File: src/rtl/fetch_ctrl.sv
// fetch_ctrl: IF->ID fetch sequencer.
//
// Owns the next-fetch PC and keeps at most one instruction-memory request in
// flight. Returned instructions land in the IF/ID register, or in a one-entry
// skid buffer when decode is stalled, so no response is ever dropped.
// Branch/jump redirects flush both buffers and restart fetch at the new PC. A
// response that is still in flight when a redirect arrives is marked stale
// with the kill flag and discarded when it returns.
//
// Ports:
//   clk_i, rst_ni       clock, asynchronous active-low reset
//   imem_req_valid_o    request presented (decoded from registered state)
//   imem_req_addr_o     request address (the pc register)
//   imem_req_ready_i    memory accepts the request this cycle
//   imem_resp_valid_i   instruction returned (always consumed)
//   imem_resp_data_i    instruction word
//   id_valid_o          IF/ID register holds a live instruction
//   id_pc_o, id_inst_o  PC and instruction word of the IF/ID entry
//   id_ready_i          decode accepts the IF/ID entry
//   redirect_valid_i    flush and restart fetch
//   redirect_pc_i       restart address (bits [1:0] ignored)
//   fetch_count_o       number of decode handshakes since reset (wraps)

module fetch_ctrl #(
  parameter int unsigned     XLEN     = 32,
  parameter logic [XLEN-1:0] RESET_PC = '0
) (
  input  logic            clk_i,
  input  logic            rst_ni,
  output logic            imem_req_valid_o,
  output logic [XLEN-1:0] imem_req_addr_o,
  input  logic            imem_req_ready_i,
  input  logic            imem_resp_valid_i,
  input  logic [31:0]     imem_resp_data_i,
  output logic            id_valid_o,
  output logic [XLEN-1:0] id_pc_o,
  output logic [31:0]     id_inst_o,
  input  logic            id_ready_i,
  input  logic            redirect_valid_i,
  input  logic [XLEN-1:0] redirect_pc_i,
  output logic [31:0]     fetch_count_o
);

  typedef enum logic [1:0] {
    StIdle,
    StReq,
    StWait,
    StHold
  } state_e;

  state_e          state_q, state_d;
  logic [XLEN-1:0] pc_q, pc_d;
  logic [XLEN-1:0] req_pc_q, req_pc_d;
  logic            kill_q, kill_d;

  logic            ifid_valid_q, ifid_valid_d;
  logic [XLEN-1:0] ifid_pc_q, ifid_pc_d;
  logic [31:0]     ifid_inst_q, ifid_inst_d;

  logic            skid_valid_q, skid_valid_d;
  logic [XLEN-1:0] skid_pc_q, skid_pc_d;
  logic [31:0]     skid_inst_q, skid_inst_d;

  logic [31:0]     fetch_count_q, fetch_count_d;

  logic            id_fire;
  logic            redirect_take;

  assign id_fire       = ifid_valid_q & id_ready_i;
  // IDLE only exists for the single cycle after reset; redirects there are dropped.
  assign redirect_take = redirect_valid_i & (state_q != StIdle);

  always_comb begin
    state_d       = state_q;
    pc_d          = pc_q;
    req_pc_d      = req_pc_q;
    kill_d        = kill_q;
    ifid_valid_d  = ifid_valid_q;
    ifid_pc_d     = ifid_pc_q;
    ifid_inst_d   = ifid_inst_q;
    skid_valid_d  = skid_valid_q;
    skid_pc_d     = skid_pc_q;
    skid_inst_d   = skid_inst_q;
    fetch_count_d = fetch_count_q;

    // A handshake empties IF/ID unless a refill below overrides it.
    if (id_fire) begin
      ifid_valid_d  = 1'b0;
      fetch_count_d = fetch_count_q + 32'd1;
    end

    unique case (state_q)
      StIdle: begin
        state_d = StReq;
      end
      StReq: begin
        if (imem_req_ready_i) begin
          req_pc_d = pc_q;
          pc_d     = pc_q + XLEN'(4);
          state_d  = StWait;
        end
      end
      StWait: begin
        if (imem_resp_valid_i) begin
          if (kill_q) begin
            kill_d  = 1'b0;
            state_d = StReq;
          end else if (!ifid_valid_q || id_fire) begin
            ifid_valid_d = 1'b1;
            ifid_pc_d    = req_pc_q;
            ifid_inst_d  = imem_resp_data_i;
            state_d      = StReq;
          end else begin
            // Decode is stalled on a full IF/ID: park the word in the skid.
            skid_valid_d = 1'b1;
            skid_pc_d    = req_pc_q;
            skid_inst_d  = imem_resp_data_i;
            state_d      = StHold;
          end
        end
      end
      StHold: begin
        if (id_fire) begin
          ifid_valid_d = 1'b1;
          ifid_pc_d    = skid_pc_q;
          ifid_inst_d  = skid_inst_q;
          skid_valid_d = 1'b0;
          state_d      = StReq;
        end
      end
      default: begin
        state_d = StIdle;
      end
    endcase

    // Redirect overrides everything above except the fetch counter.
    if (redirect_take) begin
      pc_d         = redirect_pc_i & ~(XLEN'(3));
      ifid_valid_d = 1'b0;
      skid_valid_d = 1'b0;
      // If a response is (or is about to be) in flight, wait for it and drop it.
      if (((state_q == StWait) && !imem_resp_valid_i) ||
          ((state_q == StReq) && imem_req_ready_i)) begin
        state_d = StWait;
        kill_d  = 1'b1;
      end else begin
        state_d = StReq;
        kill_d  = 1'b0;
      end
    end
  end

  always_ff @(posedge clk_i or negedge rst_ni) begin
    if (!rst_ni) begin
      state_q       <= StIdle;
      pc_q          <= RESET_PC;
      req_pc_q      <= '0;
      kill_q        <= 1'b0;
      ifid_valid_q  <= 1'b0;
      ifid_pc_q     <= '0;
      ifid_inst_q   <= '0;
      skid_valid_q  <= 1'b0;
      skid_pc_q     <= '0;
      skid_inst_q   <= '0;
      fetch_count_q <= '0;
    end else begin
      state_q       <= state_d;
      pc_q          <= pc_d;
      req_pc_q      <= req_pc_d;
      kill_q        <= kill_d;
      ifid_valid_q  <= ifid_valid_d;
      ifid_pc_q     <= ifid_pc_d;
      ifid_inst_q   <= ifid_inst_d;
      skid_valid_q  <= skid_valid_d;
      skid_pc_q     <= skid_pc_d;
      skid_inst_q   <= skid_inst_d;
      fetch_count_q <= fetch_count_d;
    end
  end

  assign imem_req_valid_o = (state_q == StReq);
  assign imem_req_addr_o  = pc_q;
  assign id_valid_o       = ifid_valid_q;
  assign id_pc_o          = ifid_pc_q;
  assign id_inst_o        = ifid_inst_q;
  assign fetch_count_o    = fetch_count_q;

endmodule

File: config.mk
export PLATFORM = sky130hd
export DESIGN_NAME = fetch_ctrl
export DESIGN_NICKNAME = d
export VERILOG_FILES = /design/src/rtl/fetch_ctrl.sv
export SDC_FILE = /design/constraint.sdc
export NUM_CORES = 1
export LEC_CHECK = 0
export CELL_PAD_IN_SITES_DETAIL_PLACEMENT = 1
export CELL_PAD_IN_SITES_GLOBAL_PLACEMENT = 1
export CORE_ASPECT_RATIO = 1.4
export CORE_MARGIN = 4
export CORE_UTILIZATION = 44
export CTS_CLUSTER_DIAMETER = 60
export DETAILED_ROUTE_END_ITERATION = 7
export PLACE_DENSITY_LB_ADDON = 0.2
export SKIP_LAST_GASP = 1
export SLEW_MARGIN = 20
export SYNTH_ARGS = -nofsm -noshare
export SYNTH_HDL_FRONTEND = slang
export SYNTH_SLANG_ARGS = --single-unit
File: constraint.sdc
create_clock -name clk_i -period 3.45 [get_ports clk_i]
set_input_delay 0.345 -clock clk_i [delete_from_list [all_inputs] [get_ports clk_i]]
set_output_delay 0.345 -clock clk_i [all_outputs]
set_load 0.02 [all_outputs]
==> impl_metrics.yaml <==
cells_and_area:
  antenna_cells: 0
  fin_nets: 1134
  area.growth.synth_to_final_pct: 30.5
  drive_above_1_share_pct: 15.6
sta:
  clock.fmax_mhz: 420
  rsz0062_at_grt: "no"
  finalMaxSlewViolations: 0
  setup_violations: 0
  hold_slack_ns: 0.398
  fin_crit_ns: 2.38
  fin_crit_sh_pct: 69.0
  finalHoldViolations: 0
  fin_skew_ns: 0.0127
  slew_headroom_pct: 47.7
  tightest_slew_ns: 0.785
  final.setup.tns_ns: 0
placement:
  hpwl_mm: 18.2
  numPortBuffers: 193
  routabilityCongestion: 0.834
die:
  die_w_um: 135
  dieHeight_um: 186
  ioPinCount: 200
  rows: 64
  start_util_pct: 45.1
  die_area_um2: 25200
  core_um2: 22100
clocking:
  cts_resized: 0
  root_buffer: "clkbuf_16"
  cts_tree: "built"
  clk_pin_slew_ns: 0.06
  cts_setup_buffers: 0
  cts.sinks: 220
  cts_htree_levels: 1
  cts_buffers: 23
  clock_latency_ns: 0.51
  clock_path_buffers: 3
synthesis:
  synthTopCellsByCount: "dfrtp_1, a21oi_1, mux2_2"
  ys_seq_elements: 220
  synth_most_common_cell: "dfrtp_1"
  ys_types: 61
  synth_top_area_share_pct: 55.2
  yosysWarningCount: 0
  synth_edf_count: 0
  synthFlopType: "dfrtp_1"
  ys_seq_area_share_pct: 55.2
  netlist_instances: 873
  synth.area.top_cells: "dfrtp_1, mux2_2, mux2i_1"
  postSynth.asyncResetShare_pct: 100
  syn_area_um2: 9970
  syn_area_per_cell_um2: 11.4
  synth_top_cell_by_area: "dfrtp_1"
routing:
  drc: 0
  wl_per_cell_um: 19.6
  ant_nets: 0
  avgViaCountPerCell: 5.49
  drt_iter0_markers: 380
  drtPass1Iterations: 4
  drt-total-wl_mm: 26.8
  routed-via-count: 7528
min_path:
  min_to: "imem_req_addr_o[2]$_DFFE_PN0P_"
  min_from: "redirect_pc_i[2]"
  min_path_type: "input port to flip-flop"
  min_path_cells: 3
power_and_ir_drop:
  p_int_w: 0.00725
  vdd_drop_max_mv: 0.622
  pwr_density_cell_nw_per_um2: 891
  sw_frac_of_total_pct: 37.5
  p_sw_w: 0.00435
  clock_power_share_pct: 22.3
  comb_power_share_pct: 39.9
  leakage_nw: 5.59
  power_frac_seq_pct: 37.8
global_route:
  antenna_found_initial: 0
  grt_max_degree: 101
  first_global_vias: 8174
  grt-ovfl-total: 0
  grt_pass1_wl_mm: 44.1
  grt_usage_pct: 21.6
flow_run:
  drv_cap: 0
worst_setup_path:
  worst_ep_required_time_ns: 3.11
  r2r-end: "id_pc_o[13]$_DFFE_PN0P_"
  worst-path-max-fanout: 8
  critPathLaunchType: "flip-flop"
  criticalPathCategory: "flip-flop to output port"
  ff2ff_path_depth: 7
  slowest_stage: "clkdlybuf4s50_1"
  r2r-start: "state_q[0]$_DFFE_PN0P_"
  r2r_slack_ns: 1.08
  cp.arrival_ns: 2.03
  cp_cell_sequence: "inv_1 -> ha_1 -> clkdlybuf4s50_1"
  crit_path_max_incr_delay_ns: 0.65
  crit_path_end_kind: "output port"
run_status:
  status: "completed"
## cells by family (layout without fill, tap and decap cells)
family	after synthesis	after routing	share of synthesized area, %
other	1	4	0.0376
and+or+nand+nor	239	239	11.9
AOI/OAI and AO/OA	160	160	9.41
muxes	156	156	16.8
adders and majority gates	6	6	0.753
buffers and inverters	60	259	3.17
xor gates and xnor gates	31	31	2.72
DFF	220	220	55.2
## power groups by stage
stage                     registers [W]  clock network (W)  logic, W
after floorplan                 0.00480                  0   0.00213
after global placement          0.00438                  0   0.00454
after detailed placement        0.00443                  0   0.00466
after CTS                       0.00440            0.00264   0.00470
after global routing            0.00454            0.00278   0.00504
final                           0.00439            0.00259   0.00463
## registers in the layout, indices dropped and copies added (netlist names), 2 cells and up
register,flops
fetch_count_o,32
id_inst_o,32
skid_inst_q,32
id_pc_o,30
imem_req_addr_o,30
req_pc_q,30
skid_pc_q,30
state_q,2
## placed cells by master, fill, tap and decap left out, types with 3 or more instances in the layout
master / instances
dfrtp_1: 220
mux2_2: 93
and3_2: 3
inv_1: 9
a311oi_1: 3
nand2_1: 45
ha_1: 5
nor2_1: 86
a21oi_1: 96
and3_1: 13
mux2i_1: 63
a31oi_1: 3
a2bb2oi_1: 5
clkbuf_1: 5
or3_1: 3
nand3_1: 29
nor3_1: 12
nor2b_1: 3
buf_12: 6
xnor2_1: 22
clkbuf_16: 23
o22ai_1: 8
o21ai_0: 24
bufinv_16: 4
nand4_1: 17
and2_1: 4
clkdlybuf4s50_1: 192
xor2_1: 9
conb_1: 4
clkinv_2: 7
buf_4: 8
and4_1: 7
## stage by stage
step                      total power, W  area (µm²)  util, %  setup WS (ns)  cells
after floorplan                  0.00693        9990        -           1.49    876
after global placement           0.00892       12200     55.3           1.02   1329
after detailed placement         0.00909       12200     55.3          0.983   1329
after CTS                         0.0117       13000     58.9           1.03   1372
after global routing              0.0124       13000     58.9          0.845   1372
final                             0.0116       13000     58.9           1.07   1372
## layout make-up
class | count | area (µm²)
clock buffer | 29 | 608
inverter | 9 | 33.8
clock inverter | 13 | 171
timing repair buffer | 208 | 2130
fill | 2304 | 9080
multi-input combinational | 596 | 4200
tap | 297 | 372
sequential | 220 | 5510
## timing repair
item                                   4_1_cts  5_1_grt
hold buffers                                 1        0
endpoints found under the hold margin       98        0
setup endpoints to repair                    0        0
## routing by layer
metal | share of wire [%] | GRT usage, % | wire (µm)
met1 | 39 | 26.1 | 10600
met2 | 52 | 38.7 | 14000
met3 | 4.9 | 3.69 | 1310
met4 | 3.5 | 8.03 | 947
met5 | 0 | 0 | 0
## how the worst max path moves through the flow
stage,from,to,slack (ns),cells after the start
2_1_floorplan,state_q[0]$_DFFE_PN0P_,skid_inst_q[0]$_DFFE_PN0P_,1.49,7
3_3_place_gp,imem_req_ready_i,imem_req_addr_o[31]$_DFFE_PN0P_,1.02,7
3_5_place_dp,imem_req_ready_i,imem_req_addr_o[31]$_DFFE_PN0P_,0.98,7
4_1_cts,state_q[1]$_DFFE_PN0P_,imem_req_valid_o,1.03,3
5_1_grt,state_q[0]$_DFFE_PN0P_,id_inst_o[26]$_DFFE_PN0P_,0.84,7
6_report,state_q[1]$_DFFE_PN0P_,imem_req_valid_o,1.07,3
## worst max-delay path: cells and delay by family, from the launching register on
kind,cells,cell delay (ns)
DFF,1,0.49
buffers and inverters,2,0.77
adders and majority gates,1,0.26
Note: power is estimated with default switching activity, not from simulation.
